## src/rtl/width_downsizer.sv

```systemverilog
// Splits each IN_W = OUT_W*RATIO word into RATIO OUT_W-bit slices, LSB slice first.
// Optional out_last port is enabled by defining WIDTH_DOWNSIZER_LAST_EN.
module width_downsizer #(
    parameter int OUT_W = 2,
    parameter int RATIO = 2,
    localparam int IN_W = OUT_W * RATIO
) (
    input  logic             clk,
    input  logic             rst_n,
    input  logic             in_valid,
    output logic             in_ready,
    input  logic [IN_W-1:0]  in_data,
    output logic             out_valid,
    input  logic             out_ready,
    output logic [OUT_W-1:0] out_data
`ifdef WIDTH_DOWNSIZER_LAST_EN
    ,
    output logic             out_last
`endif
);

    localparam int IDX_W = (RATIO > 1) ? $clog2(RATIO) : 1;
    localparam logic [IDX_W-1:0] LAST_IDX = IDX_W'(RATIO - 1);

    typedef enum logic {
        EMPTY = 1'b0,
        BUSY  = 1'b1
    } state_t;

    state_t            state_q, state_d;
    logic [IDX_W-1:0]  idx_q, idx_d;
    logic [IN_W-1:0]   word_q, word_d;
    logic [OUT_W-1:0]  out_data_q, out_data_d;

    logic is_last;
    logic in_xfer;
    logic out_xfer;

    assign is_last  = (idx_q == LAST_IDX);
    assign in_xfer  = in_valid && in_ready;
    assign out_xfer = out_valid && out_ready;

    always_ff @(posedge clk) begin
        if (!rst_n) begin
            state_q    <= EMPTY;
            idx_q      <= '0;
            word_q     <= '0;
            out_data_q <= '0;
        end else begin
            state_q    <= state_d;
            idx_q      <= idx_d;
            word_q     <= word_d;
            out_data_q <= out_data_d;
        end
    end

    // Slice is selected from the next-state word/index so out_data is a pure register output.
    always_comb begin
        state_d = state_q;
        idx_d   = idx_q;
        word_d  = word_q;
        case (state_q)
            EMPTY: begin
                if (in_xfer) begin
                    state_d = BUSY;
                    idx_d   = '0;
                    word_d  = in_data;
                end
            end
            BUSY: begin
                if (out_xfer) begin
                    if (!is_last) begin
                        idx_d = idx_q + 1'b1;
                    end else if (in_xfer) begin
                        idx_d  = '0;
                        word_d = in_data;
                    end else begin
                        state_d = EMPTY;
                    end
                end
            end
            default: begin
                state_d = EMPTY;
                idx_d   = '0;
            end
        endcase
        out_data_d = word_d[OUT_W*int'(idx_d) +: OUT_W];
    end

    // in_ready is gated by rst_n so nothing is accepted while reset is held.
    always_comb begin
        out_valid = (state_q == BUSY);
        in_ready  = rst_n && ((state_q == EMPTY) ||
                              ((state_q == BUSY) && is_last && out_ready));
        out_data  = out_data_q;
`ifdef WIDTH_DOWNSIZER_LAST_EN
        out_last  = (state_q == BUSY) && is_last;
`endif
    end

endmodule

```

## config.mk

```make
export PLATFORM = sky130hd
export DESIGN_NAME = width_downsizer
export DESIGN_NICKNAME = d
export VERILOG_FILES = /design/src/rtl/width_downsizer.sv
export SDC_FILE = /design/constraint.sdc
export NUM_CORES = 1
export LEC_CHECK = 0
export ABC_AREA = 1
export CAP_MARGIN = 20
export CORE_AREA = 2 2 39 41
export CTS_CLUSTER_SIZE = 30
export DETAILED_ROUTE_END_ITERATION = 8
export DIE_AREA = 0 0 41 43
export GPL_TIMING_DRIVEN = 0
export HOLD_SLACK_MARGIN = 0.1
export SYNTH_ARGS = -nofsm -noshare
export SYNTH_HDL_FRONTEND = slang
export SYNTH_SLANG_ARGS = --single-unit
```

## constraint.sdc

```tcl
create_clock -name clk -period 1.18 [get_ports clk]
set_input_delay 0.354 -clock clk [delete_from_list [all_inputs] [get_ports clk]]
set_output_delay 0.354 -clock clk [all_outputs]
set_load 0.005 [all_outputs]
```

======== After elaboration in Yosys (flattened, before gate mapping) ========
Index checks and enable logic that the tools add are counted.
word-level totals
  bits of input ports ..................... 8
  word-level logic and storage cells ...... 26
  flip-flop bits (word level) ............. 8
  output and inout bits ................... 4
cells by class
  add/subtract/negate cells ............... 1
  reduce and logical (&&, ||, !) cells .... 6
  shift-type cells ........................ 1
  bitwise logic cells ..................... 1
  muxes and demuxes ....................... 13
operators with widths
  operator                            count
  2-to-1 mux 4 bit                    3
  one-hot mux 4 bit (2 select lines)  1
  2-to-1 mux 1 bit                    7
  logical AND 1 bit                   5
  one-hot mux 1 bit (2 select lines)  2
  indexed part select 4 x 3 -> 2 bit  1
  adder 1 bit, second input constant  1
  logical OR 1 bit                    1
  inverter 1 bit                      1

======== Logic depth before layout (Yosys ltp) ========
  depth after elaboration ................. 10
  depth in mapped cells ................... 8
  mapped depth without buffers ............ 8

======== Worst setup path after synthesis ========
No wires, ideal clock.
  kind .................................... input-to-reg
  from .................................... input out_ready
  to ...................................... register out_data_q[1] (netlist: out_data[1])
  data required time ...................... 1.067 ns
  arrival ................................. 0.918 ns
  setup time .............................. 0.113 ns
  buffers on the path ..................... 0
  cell stages on the path ................. 7
  path slack .............................. 0.150 ns
  cells stage by stage .................... nand2_1 > nand2_1 > nand3_2 > nand3_1 > inv_1 > nor2_1 > nor2_1
between the ends
  word-level cells in the longest chain between the ends .. 9
  elaborated cells between the ends (all ways) .. 15
  those cells by class .................... shift: 1; mux: 9; reduce/logical: 5
RTL lines
  item                                                                                             line    RTL
  start: declaration                                                                               14      input logic out_ready,
  logical AND 1 bit                                                                                94      ((state_q == BUSY) && is_last && out_ready));
  logical OR 1 bit                                                                                 93      in_ready = rst_n && ((state_q == EMPTY) ||
  logical AND 1 bit                                                                                93
  logical AND 1 bit                                                                                40      assign in_xfer = in_valid && in_ready;
  2-to-1 mux 4 bit / 2-to-1 mux 1 bit (equally long branches)                                      64, 74
  2-to-1 mux 4 bit / 2-to-1 mux 1 bit (equally long branches)                                      72      if (!is_last) begin
  2-to-1 mux 4 bit / 2-to-1 mux 1 bit (equally long branches)                                      71      if (out_xfer) begin
  one-hot mux 4 bit (2 select lines) / one-hot mux 1 bit (2 select lines) (equally long branches)  62      case (state_q)
  indexed part select 4 x 3 -> 2 bit *                                                             87      out_data_d = word_d[OUT_W*int'(idx_d) +: OUT_W];
  end signal: assignment                                                                           53      out_data_q <= out_data_d;
  end: declaration                                                                                 33      logic [OUT_W-1:0] out_data_q, out_data_d;
Every way passes the cells marked *; elsewhere a longest branch is shown, timed or not.
A chain may end at the register's enable or synchronous reset.

======== Worst setup path in the final report ========
  from .................................... input out_ready
  to ...................................... output in_ready
between the ends
  word-level cells in the longest chain between the ends .. 3
RTL lines
  item               line  RTL
  logical AND 1 bit  94
  logical OR 1 bit   93
  logical AND 1 bit  93
  end: declaration   11    output logic in_ready,
No other way between the ends.

==> metrics.txt <==
ys async rst share=0%; CTS sink cnt=8; clock-pin slew on the worst setup and hold paths=0.05 ns; # H-tree levels=1; violated checks=negative setup slack; Gate power share=18.3%; VDD IR max=389 µV; Synth Warn #=0; DRC errors left=0; pre-CTS WS=-0.926 ns; Setup Viol. Count Final=1; routed length per instance=8.93 µm; syn_area_per_cell=7.22 µm²; Synth top area share=a little under half; area leader, netlist=dfxtp_1; antenna viol nets, final=0; Root Driver=clkbuf_4; GR Layer Usage met1=11.4%; Synth area leaders=dfxtp_1 46%, nand2_1 14%, inv_1 11%, nand3_1 7.2%, a21oi_4 4.7%; most frequent cell after synthesis=nand2_1; WHS=around 0.45 ns; Cell Area, Synth=347 µm²; P&R area growth vs syn=46.9%; sw power=0.155 mW; Worst setup startpoint=out_ready; GRT overflow=0; Arr. time, crit path=0.92 ns; vias in the first global route=~290; die area=0.00176 mm²; Storage cell area=165 µm²; clock insertion delay at the later pin of the skew report=0.25 ns; CP Data Required Time=roughly 0.83 ns; pin count of the biggest net entering global routing=7; initial antenna violation count=0; clock power share=33.5%; share of cells above drive strength 1=23.4%; Max-slew headroom=80.8%; commonest cells in the netlist=13 x nand2_1, 10 x inv_1, 8 x dfxtp_1; Overall Power=0.620 mW; flops & latches, synth=8; DP HPWL=482 µm; Flop pwr share=between 40% and 50%; routing usage on met2=12.8%; first-pass GRT wire length=~1.1 mm; io pins=12; max cap viols=0; CTS tree=built; Core Region=0.00138 mm²; met3 usage=under 10%; Rows=14; worst-case clock buffer depth=2; chip width=41 µm; skew final=0.00468 ns; PortBufs=11; multi-input logic area=155 µm²; DRT Pass-1 Iters=4; CTS Buf Count=3; worst min path class=primary input to flop; dpl cells=75; Post-synth EDFFs=0; post-synthesis sequential area ratio=~46%; Layout Cells excl Fill=80; Die H=between 40 and 50 µm; Slew @ Worst Pin=0.288 ns; drt total wl=714 µm; fillers=roughly 160; start of the worst register-to-register path=out_valid; switching share of power=25.1%; Most used DFF post-synth=dfxtp_1; hold path startpoint=rst_n; fin crit period=1.27 ns; Distinct cells, synth=12; status=finished, violations left; Nets=74; Critical Path Fanout Max=2; placed instance area=about 480 µm²; Synth Instances=48; Initial DRC Count=5; element type at the critical path end=primary output; internal power=0.464 mW; Max Clock Freq=785 MHz; Final Cell Area=509 µm²; # diodes=0; Hold Vio Cnt, Final=0; via/cell ratio=roughly 4.2; Syn Nets=56; WHS Path Cells=3; Setup WS post-layout=-0.0938 ns; RSZ-0062 raised after global routing=yes; placer's final routability congestion estimate=0.701; Initial Utilization=25.0%; worst r2r path cells=7; via count=338; PD cells=between 1000 and 1500 mW/mm²; CP Launch Type=primary input; Total GRT Usage=roughly a tenth; Max Transition Viols Final=0; Hold Buf Count CTS=0; Final Cycle Share=108%; critical path class=primary input to primary output; P_leak=0.288 nW; GRT Max-Usage Layer=met2
path summary, 6_finish.rpt:
| check | end | slack [ns] |
|---|---|---|
| max | in_ready | -0.09 |
| min | out_valid | 0.45 |
| max reg2reg | out_data[1] | 0.03 |
| min reg2reg | word_q[3] | 0.48 |
cells by family after synthesis:
group           count (synthesis)  share of synthesized area, %
simple gates                   25                          32.1
buf+inv                        11                          11.9
flops                           8                          46.2
compound gates                  4                          9.75
timing repair:
action / 4_1_cts / 5_1_grt
gates resized for setup: 17 / 3
pin swaps: 1 / 2
setup buffers: 2 / 0
endpoints found under the setup margin: 11 / 4
metal layers:
layer	vias to the layer above	part of all wire [%]
li1	179	-
met1	146	43
met2	11	48
met3	2	7.0
met4	0	1.4
met5	-	0
layout by cell type, fill, tap and decap left out:
cell,netlist,routed
a21o_1,1,1
a21oi_1,2,2
a21oi_4,1,1
buf_2,0,2
buf_4,0,2
clkbuf_2,0,1
clkbuf_4,0,3
clkdlybuf4s50_1,0,4
dfxtp_1,8,6
dfxtp_2,0,1
dfxtp_4,0,1
dlygate4sd2_1,0,4
inv_1,10,10
inv_2,1,1
nand2_1,13,12
nand2_2,1,2
nand3_1,5,5
nand3_4,0,1
nand4_1,1,1
nor2_1,4,4
critical path, stage by stage:
cell and delay, ns:
dlygate4sd2_1 0.23, nand2_2 0.09, a21oi_4 0.13, buf_2 0.12
sequential cells by signal, summed over array words and instances, names as in the netlist:
register,flops
out_data,2
word_q,4
idx_q,1
out_valid,1
power by group through the flow:
stage | sequential, mW | combinational, mW | clock [mW]
after floorplan | 0.306 | 0.0527 | 0
after detailed placement | 0.305 | 0.115 | 0
after CTS | 0.298 | 0.112 | 0.216
final | 0.299 | 0.113 | 0.208
after global placement | 0.305 | 0.115 | 0
after global routing | 0.301 | 0.127 | 0.223
through the flow:
step,TNS [ns],utilization (%)
detailed placement,-3.70,34.4
global route,-0.214,36.8
CTS,-0.103,37.1
floorplan,0,-
global placement,-3.69,34.4
finish,-0.0938,36.8
area by class of cell:
| class | instances | area share, % |
|---|---|---|
| repair buffers | 13 | 20.6 |
| multi-input cells | 29 | 30.5 |
| flip-flops and latches | 8 | 32.4 |
| inverters | 11 | 8.11 |
| well taps | 16 | 3.93 |
| clock buffers | 3 | 4.42 |
Note: power is estimated with default switching activity, not from simulation.
